===== src/rtl/stream_mux4_rr.sv =====
// stream_mux4_rr: 4-to-1 round-robin valid/ready merge with packet lock and registered output
module stream_mux4_rr #(
   parameter int W        = 8,
   parameter bit PKT_MODE = 1'b1
) (
   input  logic           clk,
   input  logic           rst,
   input  logic [3:0]     in_valid,
   input  logic [4*W-1:0] in_data,
   input  logic [3:0]     in_last,
   output logic [3:0]     in_ready,
   output logic           out_valid,
   output logic [W-1:0]   out_data,
   output logic           out_last,
   output logic [1:0]     out_sel,
   input  logic           out_ready
);
   typedef enum logic {IDLE, LOCKED} state_t;
   state_t     state, state_n;
   logic [1:0] ptr, ptr_n, lock_ch, lock_ch_n, cand, g, idx;
   logic       found, load_en, xfer;
   // first valid channel at or after ptr; reverse scan so the nearest one wins
   always_comb begin
      cand  = ptr;
      found = 1'b0;
      idx   = 2'd0;
      for (int i = 3; i >= 0; i--) begin
         idx = ptr + 2'(i);
         if (in_valid[idx]) begin
            cand  = idx;
            found = 1'b1;
         end
      end
   end
   // grant, handshake and arbiter next-state
   always_comb begin
      load_en   = !out_valid || out_ready;
      g         = (state == LOCKED) ? lock_ch : cand;
      in_ready  = (!rst && load_en && (state == LOCKED || found)) ? (4'b0001 << g) : 4'b0000;
      xfer      = |(in_valid & in_ready);
      state_n   = state;
      ptr_n     = ptr;
      lock_ch_n = lock_ch;
      if (xfer) begin
         if (PKT_MODE && !in_last[g]) begin
            state_n   = LOCKED;
            lock_ch_n = g;
         end else begin
            state_n = IDLE;
            ptr_n   = g + 2'd1;
         end
      end
   end
   // arbiter state register
   always_ff @(posedge clk) begin
      if (rst) begin
         state   <= IDLE;
         ptr     <= 2'd0;
         lock_ch <= 2'd0;
      end else begin
         state   <= state_n;
         ptr     <= ptr_n;
         lock_ch <= lock_ch_n;
      end
   end
   // output register: load on transfer, drain when accepted with nothing new
   always_ff @(posedge clk) begin
      if (rst) begin
         out_valid <= 1'b0;
         out_data  <= '0;
         out_last  <= 1'b0;
         out_sel   <= 2'd0;
      end else if (xfer) begin
         out_valid <= 1'b1;
         out_data  <= in_data[g*W +: W];
         out_last  <= in_last[g];
         out_sel   <= g;
      end else if (out_ready) begin
         out_valid <= 1'b0;
      end
   end
endmodule


===== config.mk =====
export PLATFORM = sky130hd
export DESIGN_NAME = stream_mux4_rr
export DESIGN_NICKNAME = d
export VERILOG_FILES = /design/src/rtl/stream_mux4_rr.sv
export SDC_FILE = /design/constraint.sdc
export NUM_CORES = 1
export LEC_CHECK = 0
export ABC_AREA = 1
export BUFFER_PORTS_ARGS = -buffer_cell sky130_fd_sc_hd__buf_2
export CAP_MARGIN = 10
export CELL_PAD_IN_SITES_DETAIL_PLACEMENT = 1
export CELL_PAD_IN_SITES_GLOBAL_PLACEMENT = 1
export CORE_ASPECT_RATIO = 1.75
export CORE_UTILIZATION = 29
export CTS_BUF_LIST = sky130_fd_sc_hd__clkbuf_8
export DETAILED_ROUTE_END_ITERATION = 10
export HOLD_SLACK_MARGIN = 0.15
export PLACE_DENSITY = 0.81
export SYNTH_ARGS = -nofsm -noshare
export SYNTH_HDL_FRONTEND = slang
export SYNTH_SLANG_ARGS = --single-unit

===== constraint.sdc =====
create_clock -name clk -period 2.13 [get_ports clk]
set_clock_uncertainty 0.2 [all_clocks]
set_input_delay 0.426 -clock clk [delete_from_list [all_inputs] [get_ports clk]]
set_output_delay 0.426 -clock clk [all_outputs]
set_load 0.005 [all_outputs]

==> qor.json <==
{
  "logic_synthesis": {
    "postSynth.asyncResetShare_pct": 0,
    "synth_enable_flop_cells": 0,
    "synthesis.nets": 270,
    "synth_simple_gate_area_share_pct": 51.4,
    "syn_avg_cell_area_um2": 6.09,
    "synth_compound_gate_area_share_pct": 13.0,
    "muxShareOfSynthArea_pct": 0,
    "yosys_warns": 0,
    "synth_xor_area_share_pct": 0.634,
    "synth_top_flop_cell": "sky130_fd_sc_hd__dfxtp_1",
    "synth_cell_types": 27,
    "synth_cells": 227,
    "yosysSeqAreaShare_pct": 24.6,
    "combinational_family_with_the_most_area_after_synthesis": "simple AND/OR/NAND/NOR gates",
    "synth_seq_cells": 17,
    "netlist_area_um2": 1380,
    "synthAdderAreaFrac_pct": 0
  },
  "route": {
    "routedWlPerCell_um": 18.1,
    "vias_per_cell": 5.15,
    "wl_mm": 6.92,
    "routed-via-count": 1974,
    "drt_pass1_iterations": 4,
    "initialDrtViolationCount": 19,
    "drcViolationCount": 0,
    "ant_nets_after_route": 0
  },
  "critical_path": {
    "cpMaxStageDelayCell": "sky130_fd_sc_hd__dfxtp_4",
    "path_buf_inv": 4,
    "critPathMostFrequentCell": "sky130_fd_sc_hd__nand2_4",
    "crit_path_max_incr_delay_ns": 0.41,
    "critical_path_peak_fanout": 6,
    "cp.required_ns": 1.50,
    "cp.arrival_ns": 2.04,
    "worstSetupPathType": "flop to output pin",
    "cp_cell_sequence": "buf_8 > nand2_4 > nand2_4 > nand2_4 > nand2_4 > inv_2 > nand2_4 > nand3_4 > nand2_4 > nand3_4 > nand2_4 > nand3_1 > inv_1 > buf_2",
    "setup.worst_path.end_class": "output pin",
    "timing.critical_path.from_type": "flop",
    "timing.critical_path.max_delay_family": "simple AND/OR/NAND/NOR gates"
  },
  "clock_tree": {
    "cts_tree": "yes",
    "clockRootBuffer": "sky130_fd_sc_hd__clkbuf_8",
    "cts_inserted_buffers": 3,
    "clk_transition_reported_paths_ns": 0.07,
    "clock_insertion_delay_worst_skew_ns": 0.26,
    "clkSinkCount": 17,
    "htree_levels": 1,
    "clockBufferDepth": 2
  },
  "sta": {
    "relSlewSlack_pct": 78.1,
    "setup_viol": 21,
    "final_slew_viol_count": 0,
    "finalHoldViolations": 0,
    "period_needed_ns": 2.66,
    "timing_worst_slew_pin_value_ns": 0.327,
    "period_share_pct": 125,
    "clock.fmax_mhz": 375,
    "final.setup.tns_ns": -7.99,
    "rsz0062_at_grt": "yes",
    "timing.final.ws_setup_ns": -0.534
  },
  "placed_design": {
    "routabilityCongestion": 0.841,
    "numPortBuffers": 58,
    "detailed_placement_hpwl_mm": 4.10
  },
  "pwr": {
    "leakage_uw": 0.00130,
    "power.ir.vdd_worst_mv": 0.942,
    "power_density_nw_per_um2": 1550,
    "total_power_uw": 3940
  },
  "outcome": {
    "failed_checks": "setup timing",
    "run_status": "finished, violations left"
  },
  "global_routing": {
    "grt.busiest_layer": "met2",
    "grt.met1_usage_pct": 27.3,
    "grt_overflow_total": 0,
    "globalRouteMet2Util_pct": 50.9,
    "antenna_violations_before_repair": 0,
    "grt_util_all_layers_pct": 27.6,
    "first_global_vias": 2154,
    "grt_first_pass_wirelength_mm": 10.2,
    "globalRouteMet3Util_pct": 1.30,
    "grt_start_max_net_pins": 12
  },
  "cells_and_area": {
    "filler_cell_count": 592,
    "fraction_of_final_layout_cells_with_drive_strength_greater_than_1_pct": 60.2,
    "insertedDiodeCount": 0,
    "area.growth.synth_to_final_pct": 84.2,
    "finish.utilization_pct": 56.8,
    "nNetsFinal": 376
  },
  "hold_path": {
    "hold_class": "primary input to flop"
  },
  "die": {
    "floorplan.die.height_um": 93.3,
    "site_row_count": 32,
    "start_util_pct": 30.8,
    "ioPinCount": 59,
    "floorplan.core_area_um2": 4480,
    "die_area_um2": 5050,
    "fp.dieW_um": 54.2
  },
  "flow_run": {
    "max_cap_violations": 0
  }
}
[Yosys cell counts (2+ instances only)]
| library cell | count | area, um2 |
|---|---|---|
| sky130_fd_sc_hd__nand2_4 | 3 | 33.8 |
| sky130_fd_sc_hd__dfxtp_1 | 17 | 340 |
| sky130_fd_sc_hd__o21ai_1 | 10 | 50.1 |
| sky130_fd_sc_hd__inv_1 | 16 | 60.1 |
| sky130_fd_sc_hd__nand4_1 | 5 | 31.3 |
| sky130_fd_sc_hd__nand3_1 | 17 | 85.1 |
| sky130_fd_sc_hd__o21ai_0 | 9 | 45.0 |
| sky130_fd_sc_hd__nand2_2 | 8 | 50.1 |
| sky130_fd_sc_hd__nand3_2 | 2 | 20.0 |
| sky130_fd_sc_hd__buf_2 | 3 | 15.0 |
| sky130_fd_sc_hd__buf_6 | 3 | 33.8 |
| sky130_fd_sc_hd__inv_2 | 6 | 22.5 |
| sky130_fd_sc_hd__nor2_4 | 4 | 45.0 |
| sky130_fd_sc_hd__o211ai_1 | 5 | 37.5 |
| sky130_fd_sc_hd__nor2_1 | 41 | 154 |
| sky130_fd_sc_hd__a21oi_1 | 5 | 25.0 |
| sky130_fd_sc_hd__nand2_1 | 63 | 236 |
[power breakdown]
part	total (uW)	internal, uW	leakage [uW]	switching, uW
logic	3150	1390	0.00113	1770
clock network	241	128	0.0000269	113
registers	540	440	0.000141	100
total	3940	1960	0.00130	1980
[registers in the layout (all words and copies together), names as in the netlist]
name,flops
out_sel,2
state,1
out_last,1
out_valid,1
lock_ch,2
out_data,8
ptr,2
[worst min-delay path: stages]
cell,delay (ns)
sky130_fd_sc_hd__buf_2,0.07
sky130_fd_sc_hd__inv_1,0.03
sky130_fd_sc_hd__nand2_1,0.08
sky130_fd_sc_hd__a21oi_2,0.06
[final timing paths]
check | startpoint | endpoint | slack [ns] | cells after the start
setup reg to reg | ptr[0] | lock_ch[1] | -0.47 | 20
hold / removal | out_ready | out_valid | 0.27 | 4
setup / recovery | ptr[0] | in_ready[3] | -0.53 | 14
hold reg to reg | out_data[1] | out_data[1] | 0.28 | 2
[per-layer routing]
metal  part of all wire, %  vias to the layer above
li1                      -                      937
met2                    57                       81
met1                    34                      928
met3                   3.0                       28
met5                     0                        -
met4                   6.3                        0
[cell families (layout without fill, tap and decap cells)]
| kind of cell | after synthesis | after routing |
|---|---|---|
| simple gates | 148 | 149 |
| xor+xnor | 1 | 1 |
| compound gates | 31 | 31 |
| buf+inv | 30 | 134 |
| flops | 17 | 17 |
[per-stage QoR]
stage | cells | setup slack, ns | hold WS, ns | instance area [um2]
after floorplan | 227 | 0.0372 | 0.254 | 1380
final | 383 | -0.534 | 0.270 | 2540
after global placement | 362 | -0.334 | 0.250 | 1940
after CTS | 377 | -0.364 | 0.276 | 2270
after global routing | 383 | -0.600 | 0.305 | 2540
after detailed placement | 362 | -0.394 | 0.262 | 1940
[cell usage in the layout (no fill, tap or decap), types with 6 or more instances in the layout]
cell type,n
sky130_fd_sc_hd__buf_2,56
sky130_fd_sc_hd__buf_4,37
sky130_fd_sc_hd__buf_6,9
sky130_fd_sc_hd__dfxtp_1,15
sky130_fd_sc_hd__inv_1,13
sky130_fd_sc_hd__nand2_1,38
sky130_fd_sc_hd__nand2_2,15
sky130_fd_sc_hd__nand2_4,22
sky130_fd_sc_hd__nand3_1,14
sky130_fd_sc_hd__nor2_1,26
sky130_fd_sc_hd__nor2_2,12
sky130_fd_sc_hd__nor2_4,8
sky130_fd_sc_hd__o21ai_0,6
sky130_fd_sc_hd__o21ai_1,7
[layout make-up]
| type | count | area, um2 | share of cell area, % |
|---|---|---|---|
| clock buffers | 3 | 41.3 | 1.62 |
| clock inverters | 1 | 3.75 | 0.147 |
| inverters | 23 | 109 | 4.28 |
| multi-input cells | 181 | 1220 | 47.8 |
| flip-flops and latches | 17 | 348 | 13.7 |
| well taps | 51 | 63.8 | 2.51 |
| repair buffers | 107 | 762 | 29.9 |
[what timing repair did]
| action | CTS | global route |
|---|---|---|
| cloned | 2 | 0 |
| setup endpoints to repair | 21 | 21 |
| hold buffers | 0 | 0 |
| pin swaps | 12 | 36 |
| setup buffers | 9 | 6 |
| resized for setup | 52 | 62 |
Power figures use the tool's default switching activity.
